$ cat src/rtl/gated_blink_bank.sv
// gated_blink_bank: N independent LED blink channels on one clock.
// Each channel freezes its divider with a logic clock-enable rather than a
// gated clock, so the channel count does not cost clock-tree resources.
// Input path: optional inversion, 2-flop synchroniser, optional debouncer
// (compiled in when GATED_BLINK_DEBOUNCE_EN is defined), then per-channel
// level or toggle run/stop control.

// One blink channel: run/stop control plus a frozen-when-stopped divider.
module gated_blink_lane #(
    parameter int CNT_W       = 32,
    parameter int PERIOD      = 13500000,
    parameter int TOGGLE_MODE = 0
) (
    input  logic clk,
    input  logic rst_i,
    input  logic key_i,      // synchronised, active-high press level
    output logic led_o,
    output logic running_o
);
    localparam logic [CNT_W-1:0] TERM = CNT_W'(PERIOD - 1);

    logic             key_q;
    logic             run_q, run_d;
    logic             led_q, led_d;
    logic [CNT_W-1:0] cnt_q, cnt_d;

    // Run/stop: level mode follows the key, toggle mode flips on each press edge.
    always_comb begin
        run_d = run_q;
        if (TOGGLE_MODE != 0) begin
            if (key_i && !key_q) run_d = ~run_q;
        end else begin
            run_d = key_i;
        end
    end

    // Divider only advances while running; a stop freezes count and LED,
    // so a stop on the terminal count defers the wrap to the next run cycle.
    always_comb begin
        cnt_d = cnt_q;
        led_d = led_q;
        if (run_q) begin
            if (cnt_q == TERM) begin
                cnt_d = '0;
                led_d = ~led_q;
            end else begin
                cnt_d = cnt_q + CNT_W'(1);
            end
        end
    end

    // State registers; reset wins over any press edge seen in the same cycle.
    always_ff @(posedge clk) begin
        if (rst_i) begin
            key_q <= 1'b0;
            run_q <= (TOGGLE_MODE != 0);
            cnt_q <= '0;
            led_q <= 1'b0;
        end else begin
            key_q <= key_i;
            run_q <= run_d;
            cnt_q <= cnt_d;
            led_q <= led_d;
        end
    end

    assign led_o     = led_q;
    assign running_o = run_q;
endmodule

// Top level: buttons in, LEDs and run status out.
module gated_blink_bank #(
    parameter int CHANNELS    = 3,
    parameter int CNT_W       = 32,
    parameter int PERIOD      = 13500000,
    parameter int INV_BTN     = 1,
    parameter int TOGGLE_MODE = 0
`ifdef GATED_BLINK_DEBOUNCE_EN
    , parameter int DEBOUNCE_CYCLES = 270000
`endif
) (
    input  logic                clk,
    input  logic                rst_i,
    input  logic [CHANNELS-1:0] key_i,
    output logic [CHANNELS-1:0] led,
    output logic [CHANNELS-1:0] running
);
    localparam logic [CHANNELS-1:0] INV_MASK = (INV_BTN != 0) ? '1 : '0;

    logic [CHANNELS-1:0] key_n;
    logic [CHANNELS-1:0] sync1_q;
    logic [CHANNELS-1:0] key_s_q;
    logic [CHANNELS-1:0] key_en;

    // Normalise to active-high so every later stage sees 1 = pressed.
    assign key_n = key_i ^ INV_MASK;

    // Two-flop synchroniser; resets to "not pressed".
    always_ff @(posedge clk) begin
        if (rst_i) begin
            sync1_q <= '0;
            key_s_q <= '0;
        end else begin
            sync1_q <= key_n;
            key_s_q <= sync1_q;
        end
    end

`ifdef GATED_BLINK_DEBOUNCE_EN
    localparam int DB_W = (DEBOUNCE_CYCLES > 1) ? $clog2(DEBOUNCE_CYCLES) : 1;
    localparam logic [DB_W-1:0] DB_TERM = DB_W'(DEBOUNCE_CYCLES - 1);

    logic [CHANNELS-1:0][DB_W-1:0] db_cnt_q, db_cnt_d;
    logic [CHANNELS-1:0]           key_db_q, key_db_d;

    // Adopt key_s only after it has differed from the debounced value for
    // DEBOUNCE_CYCLES consecutive clocks; any bounce back restarts the count.
    always_comb begin
        db_cnt_d = db_cnt_q;
        key_db_d = key_db_q;
        for (int i = 0; i < CHANNELS; i++) begin
            if (key_s_q[i] == key_db_q[i]) begin
                db_cnt_d[i] = '0;
            end else if (db_cnt_q[i] == DB_TERM) begin
                db_cnt_d[i] = '0;
                key_db_d[i] = key_s_q[i];
            end else begin
                db_cnt_d[i] = db_cnt_q[i] + DB_W'(1);
            end
        end
    end

    // Debouncer state registers.
    always_ff @(posedge clk) begin
        if (rst_i) begin
            db_cnt_q <= '0;
            key_db_q <= '0;
        end else begin
            db_cnt_q <= db_cnt_d;
            key_db_q <= key_db_d;
        end
    end

    assign key_en = key_db_q;
`else
    assign key_en = key_s_q;
`endif

    for (genvar g = 0; g < CHANNELS; g++) begin : g_lane
        gated_blink_lane #(
            .CNT_W      (CNT_W),
            .PERIOD     (PERIOD),
            .TOGGLE_MODE(TOGGLE_MODE)
        ) u_lane (
            .clk      (clk),
            .rst_i    (rst_i),
            .key_i    (key_en[g]),
            .led_o    (led[g]),
            .running_o(running[g])
        );
    end
endmodule

$ cat config.mk
export PLATFORM = sky130hd
export DESIGN_NAME = gated_blink_bank
export DESIGN_NICKNAME = d
export VERILOG_FILES = /design/src/rtl/gated_blink_bank.sv
export SDC_FILE = /design/constraint.sdc
export NUM_CORES = 1
export LEC_CHECK = 0
export ABC_CLOCK_PERIOD_IN_PS = 3200
export CORE_ASPECT_RATIO = 0.75
export CORE_MARGIN = 3
export CORE_UTILIZATION = 64
export DETAILED_ROUTE_END_ITERATION = 12
export PLACE_DENSITY = 0.85
export SLEW_MARGIN = 20
export SYNTH_ARGS = -nofsm -noshare
export SYNTH_HDL_FRONTEND = slang
export SYNTH_SLANG_ARGS = --single-unit
$ cat constraint.sdc
create_clock -name clk -period 3.2 [get_ports clk]
set_clock_uncertainty 0.15 [all_clocks]
set_input_delay 0.64 -clock clk [delete_from_list [all_inputs] [get_ports clk]]
set_output_delay 0.64 -clock clk [all_outputs]
set_load 0.01 [all_outputs]
### Word-level counts from Yosys, hierarchy flattened

Index checks and enable logic that the tools add are counted.

| cells by class | value |
|---|---|
| add/subtract/negate cells | 3 |
| reduce and logical (&&, ||, !) cells | 3 |
| bitwise operators | 4 |
| mux-type cells | 3 |
| eq/ne operators | 3 |

Operator list:

| cell | number |
|---|---|
| 32-bit by 1-bit adder with 32-bit output, second input constant | 3 |
| 32-bit by 24-bit == test with 1-bit output, second input constant | 3 |
| 32-bit two-way mux | 3 |
| 2-bit AND reduction | 3 |
| 1-bit NOT | 3 |
| 3-bit NOT | 1 |

| word-level totals | value |
|---|---|
| register bits after elaboration | 108 |
| word-level logic and storage cells | 27 |
| input port bits | 5 |

### Depth between registers and ports, before layout

| logic depth | value |
|---|---|
| word-level depth | 2 |
| depth in mapped cells | 7 |
| mapped depth without buffers | 5 |

### Hierarchy

From an unflattened synthesis, not the netlist that was laid out.

| second synthesis, totals | value |
|---|---|
| cell total of the unflattened synthesis | 588 |
| area total of the unflattened synthesis | 5112.4 um^2 |

Modules (own cells, without submodules):

| module | area each (um^2) | cells an instance | sequential area each (um^2) | times used |
|---|---|---|---|---|
| gated_blink_lane | 1654.1 | 192 | 680.7 | 3 |
| gated_blink_bank | 150.1 | 12 | 120.1 | 1 |

### Worst setup path before layout

No wires, ideal clock.

| timing path | value |
|---|---|
| path kind | flip-flop to flip-flop |
| from | reg g_lane[0].u_lane.cnt_q[0] |
| to | reg g_lane[0].u_lane.cnt_q[28] |
| data required time | 2.980 ns |
| clock period less this slack | 2.176 ns |
| setup time | 0.070 ns |
| stages on the path, launching flop included | 6 |
| slack | 1.024 ns |
| arrival | 1.956 ns |
| path through | dfxtp_1 -> ha_1 -> nand3_1 -> or4_1 -> or4_1 -> a21oi_1 |

| between the ends | value |
|---|---|
| cells in the longest elaborated chain, start to end | 2 |
| elaborated cells on any way between the ends | 3 |
| classes of those cells | add/sub (1); eq/ne (1); mux (1) |

Ends and longest elaborated chain:

| what | RTL line | source |
|---|---|---|
| start: declaration | 25 | `logic [CNT_W-1:0] cnt_q, cnt_d;` |
| start signal: assignment | 62 | `cnt_q <= cnt_d;` |
| 32-bit by 1-bit adder with 32-bit output / 32-bit by 24-bit == test with 1-bit output (equally long branches) | 47, 43 |  |
| 32-bit two-way mux * | 43 | `if (cnt_q == TERM) begin` |

Every way passes the cells marked *; elsewhere a longest branch is shown, timed or not.
A chain may end at the register's enable or synchronous reset.

### Worst setup path after layout

| timing path | value |
|---|---|
| from | reg g_lane[2].u_lane.cnt_q[0] |
| to | reg g_lane[2].u_lane.cnt_q[24] |

| between the ends | value |
|---|---|
| cells in the longest elaborated chain, start to end | 2 |
| elaborated cells on any way between the ends | 3 |
| classes of those cells | add/sub (1); eq/ne (1); mux (1) |

Ends and longest elaborated chain:

| what | RTL line |
|---|---|
| start: declaration | 25 |
| start signal: assignment | 62 |
| 32-bit by 1-bit adder with 32-bit output / 32-bit by 24-bit == test with 1-bit output (equally long branches) | 47, 43 |
| 32-bit two-way mux * | 43 |

Marked as above.

==> tab_implementation.tex <==
\begin{tabular}{lr}
\hline
Metric & Value \\
\hline
\multicolumn{2}{l}{\textbf{Global route}} \\
Total congestion overflow & 0 \\
First-pass GRT wire length & 18300 um \\
Met2 Usage GRT & 35.7\% \\
Vias in the first global route & 3975 \\
Largest net degree at the start of global routing & 24 \\
Routing usage on met1 & 34.7\% \\
Most utilized layer in the global route result & met2 \\
Met3 Use GR & 6.65\% \\
Number of antenna violations at the first check in global routing & 0 \\
Tot GR Track Use & 24.4\% \\
\multicolumn{2}{l}{\textbf{Power and ir drop}} \\
Switching share of power & 23.9\% \\
Power density of the placed cells & 403 nW/um\^{}2 \\
Maximum vdd drop & 0.000292 V \\
Sequential cell fraction of total power & 61.9\% \\
Internal cell power & 1.66 mW \\
Leakage dissipation & 1.53 nW \\
Clock power frac & 35.9\% \\
Comb power frac & 2.2\% \\
Overall power & 2.19 mW \\
Net switching power & 0.523 mW \\
\multicolumn{2}{l}{\textbf{Floorplanning}} \\
Starting density of the core & 68.0\% \\
Std-Cell Rows & 27 \\
I/O pin count & 11 \\
Width of the chip & 110 um \\
Core area & 7570 um\^{}2 \\
Overall die height & 83.7 um \\
Floorplan die area & 9170 um\^{}2 \\
\multicolumn{2}{l}{\textbf{Detailed routing}} \\
Count of TritonRoute iterations in the first routing pass & 5 \\
Average routed wire per standard cell & 15.4 um \\
Final ANT Viol Nets & 0 \\
Routed via count & 4443 \\
Drt first-iter violations & 314 \\
Count of unresolved DRC violations after routing & 0 \\
Drt total wl & 10700 um \\
Via density per instance & 6.40 \\
\multicolumn{2}{l}{\textbf{Final layout}} \\
Number of nets in the layout & 596 \\
Post-synthesis to final-layout area growth & 5.54\% \\
Antenna cell count & 0 \\
Fillers & 579 \\
Share of cells above drive strength 1 & 7.08\% \\
\multicolumn{2}{l}{\textbf{Clock network}} \\
Maximum buffer depth of the clock tree & 2 \\
Root Driver & sky130\_fd\_sc\_hd\_\_clkbuf\_8 \\
Total CTS buffers & 9 \\
Number of post-CTS setup repair buffers & 0 \\
Clock tree from TritonCTS & built \\
Clock input transition at the sequential cells of the worst setup and hold paths & 110 ps \\
CTS resizes & 0 \\
TritonCTS Sinks & 108 \\
CTS H-tree lvls & 3 \\
Number of buffers added to fix hold violations after cts & 0 \\
Clk\_lat worst skew & 380 ps \\
\multicolumn{2}{l}{\textbf{Timing}} \\
Number of max-slew violations in the final report & 0 \\
Worst slew slack as a fraction of its limit & 41.6\% \\
Final count of negative-setup-slack endpoints & 0 \\
Final hold violation count & 0 \\
Post-route clock period utilization & 81.0\% \\
Setup repair after global routing missed its margin & no \\
Clock period minus final worst setup slack & 2590 ps \\
Setup total negative slack & 0 ps \\
Slew at the pin with the worst max-slew slack & 868 ps \\
Max Freq & 386 MHz \\
\multicolumn{2}{l}{\textbf{Flow run}} \\
Number of max-cap violations & 0 \\
\multicolumn{2}{l}{\textbf{Critical path}} \\
Number of cells traversed by the worst register-to-register path & 5 \\
Largest stage delay on the critical path & 790 ps \\
Top cell by count, worst path & sky130\_fd\_sc\_hd\_\_or4\_1 \\
Classification of the worst setup path & reg -> reg \\
CP top delay family & simple AND/OR/NAND/NOR gates \\
CP max FO & 18 \\
Sequence of cells on the critical path & ha\_1 -> inv\_1 -> or4\_1 -> or4\_1 -> a21oi\_1 \\
Reg2Reg Launch Point & g\_lane[2].u\_lane.cnt\_q[0]\$\_SDFFE\_PP0P\_ \\
WP data required & 3370 ps \\
CP Buf/Inv Count & 1 \\
Launching element type of the critical path & register \\
Reg-to-reg endpoint & g\_lane[2].u\_lane.cnt\_q[24]\$\_SDFFE\_PP0P\_ \\
Slowest CP cell & sky130\_fd\_sc\_hd\_\_or4\_1 \\
Crit path capture type & register \\
Worst endpoint data arrival time & 2760 ps \\
Setup slack of the worst register-to-register path & 610 ps \\
\multicolumn{2}{l}{\textbf{Synthesis}} \\
Gate count of the mapped netlist & 601 \\
Yosys warning total & 0 \\
\#FFs+latches synth & 108 \\
Mapped cell area & 5150 um\^{}2 \\
Number of different library cells in the post-synthesis netlist & 43 \\
Mean area per synthesized cell & 8.56 um\^{}2 \\
Mapped Nets & 609 \\
Seq/Total Area, Yosys & 42.0\% \\
\multicolumn{2}{l}{\textbf{Worst hold path}} \\
Cell depth of the worst min-delay path & 1 \\
Critical hold path startpoint & sync1\_q[0]\$\_SDFF\_PP0\_ \\
Endpoint of the worst hold path & key\_en[0]\$\_SDFF\_PP0\_ \\
Type of the most critical hold path & reg -> reg \\
\multicolumn{2}{l}{\textbf{Placed design}} \\
Count of buffers from port buffering & 10 \\
GP Congestion & 0.854 \\
Hpwl dp & 7360 um \\
\multicolumn{2}{l}{\textbf{Status}} \\
Run status & completed \\
\hline
\end{tabular}
==> cell usage in the layout (no fill, tap or decap), types with 3 or more instances in the layout <==
cell type                         count
sky130_fd_sc_hd__or3_1               23
sky130_fd_sc_hd__xor2_1              16
sky130_fd_sc_hd__nor2b_1              6
sky130_fd_sc_hd__nand4_1             33
sky130_fd_sc_hd__nand3_1             24
sky130_fd_sc_hd__nor4b_1              3
sky130_fd_sc_hd__nor3_1               9
sky130_fd_sc_hd__or4b_1               3
sky130_fd_sc_hd__xnor2_1             24
sky130_fd_sc_hd__o41ai_1              5
sky130_fd_sc_hd__inv_1               15
sky130_fd_sc_hd__o31ai_1             29
sky130_fd_sc_hd__and4_1               8
sky130_fd_sc_hd__dfxtp_1            108
sky130_fd_sc_hd__a21oi_1             54
sky130_fd_sc_hd__or4_1               37
sky130_fd_sc_hd__or2_2                5
sky130_fd_sc_hd__o21ai_0             21
sky130_fd_sc_hd__mux2i_1              3
sky130_fd_sc_hd__buf_4                4
sky130_fd_sc_hd__nor2_1              55
sky130_fd_sc_hd__clkbuf_8             9
sky130_fd_sc_hd__nor4_1              17
sky130_fd_sc_hd__and3_1               3
sky130_fd_sc_hd__ha_1                 3
sky130_fd_sc_hd__clkdlybuf4s50_1     10
sky130_fd_sc_hd__or4_4                4
sky130_fd_sc_hd__nand2_1             36
==> synthesized netlist by cell type (all sizes together) <==
| library cell | count | area share, % |
|---|---|---|
| dfxtp | 108 | 42 |
| a21oi | 56 | 5.6 |
| nor2 | 55 | 4.0 |
| or4 | 42 | 6.4 |
| nand2 | 36 | 2.6 |
| nand4 | 36 | 4.9 |
| o31ai | 31 | 4.5 |
| nand3 | 24 | 2.3 |
| xnor2 | 24 | 4.1 |
| or3 | 23 | 2.8 |
| o21ai | 22 | 2.1 |
| buf | 21 | 2.6 |
| clkbuf | 18 | 1.4 |
| nor4 | 17 | 2.1 |
| xor2 | 16 | 2.7 |
| inv | 15 | 1.1 |
| nor3 | 9 | 0.87 |
| and4 | 8 | 1.4 |
| nor2b | 6 | 0.73 |
| o41ai | 5 | 0.85 |
| or2 | 5 | 0.61 |
| or4b | 5 | 0.97 |
| and3 | 3 | 0.36 |
| ha | 3 | 0.73 |
| mux2i | 3 | 0.58 |
| nor4b | 3 | 0.51 |
| a31o | 1 | 0.17 |
| and2 | 1 | 0.12 |
| nand3b | 1 | 0.15 |
| nand4b | 1 | 0.17 |
| nor3b | 1 | 0.15 |
| nor4bb | 1 | 0.19 |
| o211ai | 1 | 0.15 |
==> routing by layer <==
metal | up-vias | wire, um | part of all wire [%]
met4 | 0 | 156 | 1.5
met1 | 2075 | 5130 | 48
met2 | 135 | 4830 | 45
li1 | 2216 | - | -
met5 | - | 0 | 0
met3 | 17 | 555 | 5.2
==> cells by family (layout without fill, tap and decap cells) <==
kind of cell | after synthesis | after routing | share of synthesized area, %
flops | 108 | 108 | 42.0
buf+inv | 54 | 46 | 5.08
simple gates | 277 | 277 | 31.4
xor+xnor | 40 | 40 | 6.81
mux | 3 | 3 | 0.583
fa+ha+maj | 3 | 3 | 0.729
compound gates | 116 | 116 | 13.4
==> power groups by stage <==
stage,combinational (mW),clock (mW),sequential (mW)
finish,0.0475,0.785,1.35
global route,0.0518,0.867,1.36
CTS,0.0473,0.807,1.35
detailed placement,0.0472,0,1.39
global placement,0.0464,0,1.38
floorplan,0.0295,0,1.38
==> stage by stage <==
stage	hold slack (ps)	util, %	setup WS, ps	cell area, um^2	std cells
after detailed placement	273	69.4	688	5250	678
after global placement	268	69.4	797	5250	678
after floorplan	264	-	1020	5150	601
final	292	71.8	607	5430	694
after CTS	299	71.8	635	5430	694
after global routing	325	71.8	461	5430	694
==> sequential cells by signal (all words and copies together) (netlist names) <==
| signal | flops |
|---|---|
| g_lane.u_lane.cnt_q | 96 |
| g_lane.u_lane.led_o | 3 |
| g_lane.u_lane.running_o | 3 |
| key_en | 3 |
| sync1_q | 3 |
==> worst max path at each step <==
| stage | start | end | depth (start not counted) |
|---|---|---|---|
| 6_report | g_lane[2].u_lane.cnt_q[0]$_SDFFE_PP0P_ | g_lane[2].u_lane.cnt_q[24]$_SDFFE_PP0P_ | 5 |
| 5_1_grt | g_lane[2].u_lane.cnt_q[0]$_SDFFE_PP0P_ | g_lane[2].u_lane.cnt_q[30]$_SDFFE_PP0P_ | 5 |
| 4_1_cts | g_lane[2].u_lane.cnt_q[0]$_SDFFE_PP0P_ | g_lane[2].u_lane.cnt_q[30]$_SDFFE_PP0P_ | 5 |
| 3_5_place_dp | g_lane[2].u_lane.cnt_q[0]$_SDFFE_PP0P_ | g_lane[2].u_lane.cnt_q[30]$_SDFFE_PP0P_ | 5 |
| 3_3_place_gp | g_lane[2].u_lane.cnt_q[0]$_SDFFE_PP0P_ | g_lane[2].u_lane.cnt_q[24]$_SDFFE_PP0P_ | 5 |
| 2_1_floorplan | g_lane[0].u_lane.cnt_q[0]$_SDFFE_PP0P_ | g_lane[0].u_lane.cnt_q[28]$_SDFFE_PP0P_ | 5 |
==> final cells by class <==
cell class / count / area (um^2) / share of cell area [%]
well taps: 101 / 126 / 2.33
flip-flops and latches: 108 / 2160 / 39.8
repair buffers: 15 / 150 / 2.76
multi-input cells: 439 / 2760 / 50.7
clock buffers: 9 / 124 / 2.28
clock inverters: 7 / 58.8 / 1.08
inverters: 15 / 56.3 / 1.04
==> worst reg2reg max path: cells and delay by family (launching register included) <==
kind | cells | cell delay (ps)
buffers and inverters | 1 | 120
adder cells (fa/ha/maj) | 1 | 310
AND/OR/NAND/NOR | 2 | 1390
AO/OA/AOI/OAI | 1 | 150
flip-flops | 1 | 430
(Power assumes the default switching activity.)
